===== src/rtl/step_sequencer.sv =====
// step_sequencer: phase-accumulator step clock with transport control and BPM clamping
module step_sequencer #(
  parameter int unsigned CLK_HZ         = 50000000,
  parameter int unsigned STEPS_PER_BEAT = 2,
  parameter int unsigned ACC_W          = 32,
  parameter int unsigned MIN_BPM        = 30,
  parameter int unsigned MAX_BPM        = 240
) (
  input  logic       clk,
  input  logic       reset,
  input  logic       play,
  input  logic       stop,
  input  logic [7:0] bpm_in,
  input  logic       bpm_load,
  output logic       step_tick,
  output logic [2:0] timing,
  output logic       bar_start,
  output logic       playing,
  output logic [7:0] bpm_out
);
  typedef enum logic [1:0] {IDLE, RUN, PAUSE} state_t;
  localparam logic [ACC_W-1:0] T = ACC_W'(64'(CLK_HZ) * 64'd60);
  state_t           state;
  logic [ACC_W-1:0] acc;
  logic [ACC_W-1:0] inc;
  logic [ACC_W-1:0] sum;
  logic [7:0]       bpm_active;
  logic [7:0]       bpm_shadow;
  logic [7:0]       bpm_clamped;
  assign bpm_clamped = bpm_in < 8'(MIN_BPM) ? 8'(MIN_BPM) : bpm_in > 8'(MAX_BPM) ? 8'(MAX_BPM) : bpm_in;
  assign inc         = ACC_W'(bpm_active) * ACC_W'(STEPS_PER_BEAT);
  assign sum         = acc + inc;
  assign bpm_out     = bpm_active;
  // transport FSM; a new rate is only adopted at a step boundary so step spacing never glitches
  always_ff @(posedge clk) begin
    if (!reset) begin
      state      <= IDLE;
      acc        <= '0;
      timing     <= '0;
      step_tick  <= 1'b0;
      bar_start  <= 1'b0;
      playing    <= 1'b0;
      bpm_active <= 8'd60;
      bpm_shadow <= 8'd60;
    end else begin
      step_tick <= 1'b0;
      bar_start <= 1'b0;
      if (bpm_load) bpm_shadow <= bpm_clamped;
      if (stop) begin
        state      <= IDLE;
        acc        <= '0;
        timing     <= '0;
        playing    <= 1'b0;
        bpm_active <= bpm_shadow;
      end else begin
        case (state)
          IDLE: begin
            acc    <= '0;
            timing <= '0;
            if (bpm_load) bpm_active <= bpm_clamped;
            if (play) begin
              state     <= RUN;
              step_tick <= 1'b1;
              bar_start <= 1'b1;
              playing   <= 1'b1;
            end
          end
          RUN: begin
            if (!play) begin
              state   <= PAUSE;
              playing <= 1'b0;
            end else if (sum >= T) begin
              acc        <= sum - T;
              step_tick  <= 1'b1;
              timing     <= timing + 3'd1;
              bar_start  <= timing == 3'd7;
              bpm_active <= bpm_load ? bpm_clamped : bpm_shadow;
            end else begin
              acc <= sum;
            end
          end
          PAUSE: begin
            if (play) begin
              state   <= RUN;
              playing <= 1'b1;
            end
          end
          default: state <= IDLE;
        endcase
      end
    end
  end
endmodule


===== config.mk =====
export PLATFORM = sky130hd
export DESIGN_NAME = step_sequencer
export DESIGN_NICKNAME = d
export VERILOG_FILES = /design/src/rtl/step_sequencer.sv
export SDC_FILE = /design/constraint.sdc
export NUM_CORES = 1
export LEC_CHECK = 0
export CAP_MARGIN = 20
export CORE_UTILIZATION = 60
export DETAILED_ROUTE_END_ITERATION = 8
export GPL_ROUTABILITY_DRIVEN = 0
export PLACE_DENSITY = 0.81
export SYNTH_ARGS = -nofsm -noshare
export SYNTH_HDL_FRONTEND = slang
export SYNTH_SLANG_ARGS = --single-unit

===== constraint.sdc =====
create_clock -name clk -period 4 [get_ports clk]
set_clock_uncertainty 0.1 [all_clocks]
set_input_delay 0.8 -clock clk [delete_from_list [all_inputs] [get_ports clk]]
set_output_delay 0.8 -clock clk [all_outputs]
set_load 0.02 [all_outputs]

; ---- Yosys cells after proc, flatten, opt, wreduce, memory -nomap -nowiden
; Cells that the tools add are included.
[totals]
ff_bits = 56
out_inout_bits = 14
elab_cells = 63
[op_classes]
n_addsub = 3
magnitude_cmp = 3
eq_ne = 10
muxes = 27
n_bitwise = 1
reduce_logical = 11
[op_table]
columns = operator, n
row1 = $mux W32, 2
row2 = $pmux W32 S2, 1
row3 = $mux W8, 7
row4 = $add A32 B9 Y32, 1
row5 = $ge A32 B32 Y1 const B, 1
row6 = $sub A32 B32 Y32 const B, 1
row7 = $pmux W8 S2, 1
row8 = $ne A3 B3 Y1 const B, 3
row9 = $gt A8 B8 Y1 const B, 1
row10 = $lt A8 B5 Y1 const B, 1
row11 = $mux W1, 7
row12 = $mux W3, 2
row13 = $ne A2 B2 Y1 const B, 3
row14 = $pmux W1 S2, 3
row15 = $pmux W3 S2, 1
row16 = $reduce_and A3 Y1, 2
row17 = $mux W2, 2
row18 = $pmux W2 S2, 1
row19 = $reduce_and A2 Y1, 2
row20 = $reduce_and A4 Y1, 1
row21 = $reduce_bool A2 Y1, 2
row22 = $reduce_or A2 Y1, 2
row23 = $add A3 B1 Y3 const B, 1
row24 = $eq A3 B3 Y1 const B, 1
row25 = other kinds (6), 6

; ---- Depth between registers and ports, before layout
[depth]
word_depth = 8
mapped_depth = 17

; ---- Worst setup path after synthesis
; No wires, ideal clock.
[synth_path]
path_kind = reg-to-reg
from = register bpm_active[0] (netlist: bpm_out[0])
to = register acc[29]
arrival_ns = 3.541
required_time_ns = 3.760
path_slack_ns = 0.219
path_stages_with_launch = 18
path_buffers = 0
period_less_slack_ns = 3.781
cell_sequence = dfxtp_1 -> ha_1 -> fa_1 -> a211oi_2 -> o21ai_1 -> nand3_1 -> a21oi_1 -> a31oi_1 -> ha_1 -> nand2_1 -> mux2i_1 -> a211o_1 -> o21ai_1 -> nand2_1 -> a31oi_1 -> o2111a_1 -> a311oi_1 -> a31oi_1
[synth_via]
elab_chain_cells = 5
elab_cells_between_ends = 6
cone_classes = add/sub (2) / order compare (1) / mux (3)
[synth_rtl]
columns = element, line
row1 = from (decl), 27  ; logic [7:0] bpm_active;
row2 = from (signal assigned), 54  ; bpm_active <= bpm_shadow;
row3 = from (signal assigned), 60  ; if (bpm_load) bpm_active <= bpm_clamped;
row4 = from (signal assigned), 77  ; bpm_active <= bpm_load ? bpm_clamped : bpm_shadow;
row5 = $add A32 B9 Y32 *, 32  ; assign sum = acc + inc;
row6 = $sub A32 B32 Y32 / $ge A32 B32 Y1 (equally long branches), "73, 72"
row7 = $mux W32 *, 72  ; end else if (sum >= T) begin
row8 = $mux W32 *, 69  ; if (!play) begin
row9 = $pmux W32 S2 *, 56  ; case (state)
row10 = to (signal assigned), 73  ; acc <= sum - T;
row11 = to (signal assigned), 79  ; acc <= sum;
row12 = to (decl), 24  ; logic [ACC_W-1:0] acc;
; Mark *: on every way between the ends. The rest lies on a longest branch, timed or not. The select of a mux whose other input is x is not followed.
; A chain may end at the register's enable or synchronous reset.

; ---- Worst setup path in the final report
[layout_path]
from = register bpm_active[0] (netlist: bpm_out[0])
to = register acc[18]
; The elaborated chain is that of the path after synthesis.

==> key figures <==
Synth
  • Synth unique cells: 86
  • Seq cells post-synth: 55
  • Syn Area/Cell: 8.203 um2
  • Mapped Nets: 523
  • Syn Std Cell Area: 4085 um2
  • Synth warn: 0
  • Synth Instances: 498
  • Synth Flop Type: dfxtp_1
  • Post-synthesis sequential area ratio: 0.2695
  • Number of synthesized flops with an enable pin: 0
  • Ys async rst share: 0

Outcome
  • Status: finished, final reports clean

Setup path
  • FF-to-FF End: acc[18]
  • CP arrival: 4.00 ns
  • Crit-path max cell delay: 0.47 ns
  • Reg2reg path depth: 14
  • Critical path buffers and inverters: 2
  • CP required: 4.11 ns
  • CP startpoint kind: flop
  • Top delay family on crit path: compound AO/OA/AOI/OAI gates
  • Reg2Reg Launch Point: bpm_out[0]
  • CP max-delay cell: o311ai_4
  • Internal reg-to-reg setup slack: 0.10 ns
  • Setup CP Type: flop to flop
  • Maximum fanout along the worst path: 7
  • Sequence of cells on the critical path: ha_1 -> fa_2 -> a211oi_4 -> o211a_4 -> nor2_4 -> o311ai_4 -> o2111ai_4 -> a211oi_4 -> buf_4 -> nor2_4 -> buf_4 -> nor4_2 -> nor2_1 -> a221o_1
  • CP Capture Type: flop

Clocking
  • # H-tree levels: 2
  • Clock latency on the worst-skew pair: 0.32 ns
  • Sinks on Clock Net: 55
  • Root buffer cell: clkbuf_8
  • Total CTS buffers: 5
  • Bufs on Longest Clock Path: 2
  • CTS tree: yes
  • Hold_buf cts: 0
  • Clk slew on worst S/H paths: 0.11 ns

Pwr
  • PD cells: 237.3 nW/um2
  • Pwr Total: 1.119 mW
  • Peak supply drop: 0.2731 mV
  • LEAKAGE: 1.711 nW

Drt
  • Initial DRC count: 533
  • WL final: 11.19 mm
  • DRC Markers: 0
  • Vias per inst: 6.831
  • Total number of vias: 4,167
  • DR pass1 iterations: 6
  • Final ANT Viol Nets: 0
  • WL/cell: 18.35 um

STA
  • Final setup fails: 0
  • Fin crit share: 0.9741
  • Max Slew Vio Count: 0
  • Worst setup margin: 0.1034 ns
  • Crit path time final: 3.897 ns
  • Fmax: 256.6 MHz
  • Slew @ Worst Pin: 0.6576 ns
  • Max-Slew Margin vs Limit: 0.5616
  • RSZ-0062 raised after global routing: yes
  • Final hold violation count: 0

Floorplan
  • Row count: 29
  • Starting Density: 0.6325
  • Full die area: 7143 um2
  • Placeable Area: 6459 um2
  • Die width: 84.52 um
  • Ports: 27
  • Die height: 84.52 um

Global routing
  • Gr usage total: 0.3116
  • First-pass GRT wire length: 18.13 mm
  • GRT overflow: 0
  • Largest net degree at the start of global routing: 21
  • Initial antenna violation count: 0
  • Number of global-route vias before repair: 3,881

Place
  • Place WS: 0.06412 ns
  • HPWL Detailed: 8.025 mm
  • PortBufs: 26

Min path
  • Worst hold path startpoint: acc[3]
  • Worst Hold Class: flop to flop
  • Worst hold path depth: 2
  • Worst Hold Path EP: acc[3]

Finish
  • Layout Area Growth over Synthesis: 15.41%
  • Inserted Diodes: 0
  • Final net count: 557
  • Most frequent cells in the layout: nand2_1, dfxtp_1, o21ai_0
  • Layout cell share with drive strength beyond 1: 0.1482

Job
  • Max cap viols: 0
[worst max path at each step]
stage | from | end | slack (ns) | cells past startpoint
floorplan | bpm_out[0] | acc[29] | 0.22 | 17
global route | bpm_out[6] | acc[18] | -0.13 | 14
detailed placement | bpm_out[0] | acc[29] | 0.06 | 16
finish | bpm_out[0] | acc[18] | 0.10 | 14
global placement | bpm_out[0] | acc[29] | 0.05 | 16
CTS | bpm_out[0] | acc[29] | 0.007 | 16
[final cells by class]
type                    count  area, um2
inverters                  14      52.55
clock buffers               5      68.82
fillers                   470       1744
clock inverters             3      50.05
repair buffers             49      432.9
flip-flops and latches     55       1101
well taps                  77      96.34
multi-input cells         407       2913
[through the flow]
step | instance area (um2) | cells | utilization | hold slack, ns | TNS, ns
floorplan | 4085 | 498 | - | 0.3291 | 0
global placement | 4489 | 600 | 0.6951 | 0.3414 | 0
detailed placement | 4489 | 600 | 0.6951 | 0.3544 | 0
CTS | 4608 | 608 | 0.7135 | 0.3807 | 0
global route | 4715 | 610 | 0.7300 | 0.4145 | -0.2375
finish | 4715 | 610 | 0.7300 | 0.3754 | 0
[report_power, final]
part	internal [mW]	leakage (nW)	total, mW	switching [mW]
combinational	0.0643	1.20	0.139	0.0746
clock	0.194	0.0607	0.404	0.210
sequential	0.562	0.447	0.576	0.0144
[registers in the layout (all words and copies together) (netlist names)]
register    count
acc            31
bpm_out         8
bpm_shadow      8
timing          3
state           2
bar_start       1
playing         1
step_tick       1
[worst reg2reg max path: cells and delay by family (launching register included)]
| kind | cells | cell delay, ns |
|---|---|---|
| buffers and inverters | 2 | 0.34 |
| flip-flops | 1 | 0.35 |
| AO/OA/AOI/OAI | 6 | 1.83 |
| adder cells (fa/ha/maj) | 2 | 0.68 |
| AND/OR/NAND/NOR | 4 | 0.49 |
[kinds of logic (layout without fill, tap and decap cells)]
| kind of cell | count (synthesis) | after routing | synth area share |
|---|---|---|---|
| simple gates | 186 | 186 | 0.2456 |
| compound gates | 160 | 160 | 0.2965 |
| flops | 55 | 55 | 0.2695 |
| buf+inv | 36 | 71 | 0.03981 |
| xor+xnor | 34 | 34 | 0.07289 |
| mux | 15 | 15 | 0.03706 |
| fa+ha+maj | 12 | 12 | 0.03859 |
[synth_stat cells (4+ instances only)]
library cell	instances	area (um2)
buf_4	4	30.03
nand4_1	11	68.82
ha_1	11	137.6
mux2i_1	14	140.1
a211o_1	5	43.79
o21ai_0	32	160.2
or3_1	5	31.28
nor2b_1	8	50.05
and2_1	6	37.54
a22o_1	4	35.03
a31oi_1	8	50.05
a21o_1	8	60.06
and3_1	5	31.28
nand3_1	21	105.1
o22ai_1	4	25.02
and4_1	6	52.55
dfxtp_1	55	1101
o21ai_1	10	50.05
inv_1	14	52.55
o211ai_1	8	60.06
a211oi_1	4	30.03
nand2_1	56	210.2
a21oi_1	27	135.1
clkbuf_1	12	45.04
nor3_1	15	75.07
xor2_1	12	105.1
nor2_1	24	90.09
xnor2_1	22	192.7
[per-layer routing]
| metal | track usage | vias up | wire length, um |
|---|---|---|---|
| met2 | 0.5055 | 234 | 5243 |
| met1 | 0.4096 | 1959 | 4669 |
| met3 | 0.06293 | 51 | 882 |
| li1 | - | 1923 | - |
| met4 | 0.1171 | 0 | 398 |
| met5 | 0 | - | 0 |
[what timing repair did]
action	4_1_cts	5_1_grt
gates resized for setup	0	18
hold endpoints to repair	0	0
buffers inserted	0	2
endpoints found under the setup margin	0	22
(Power assumes the default switching activity.)
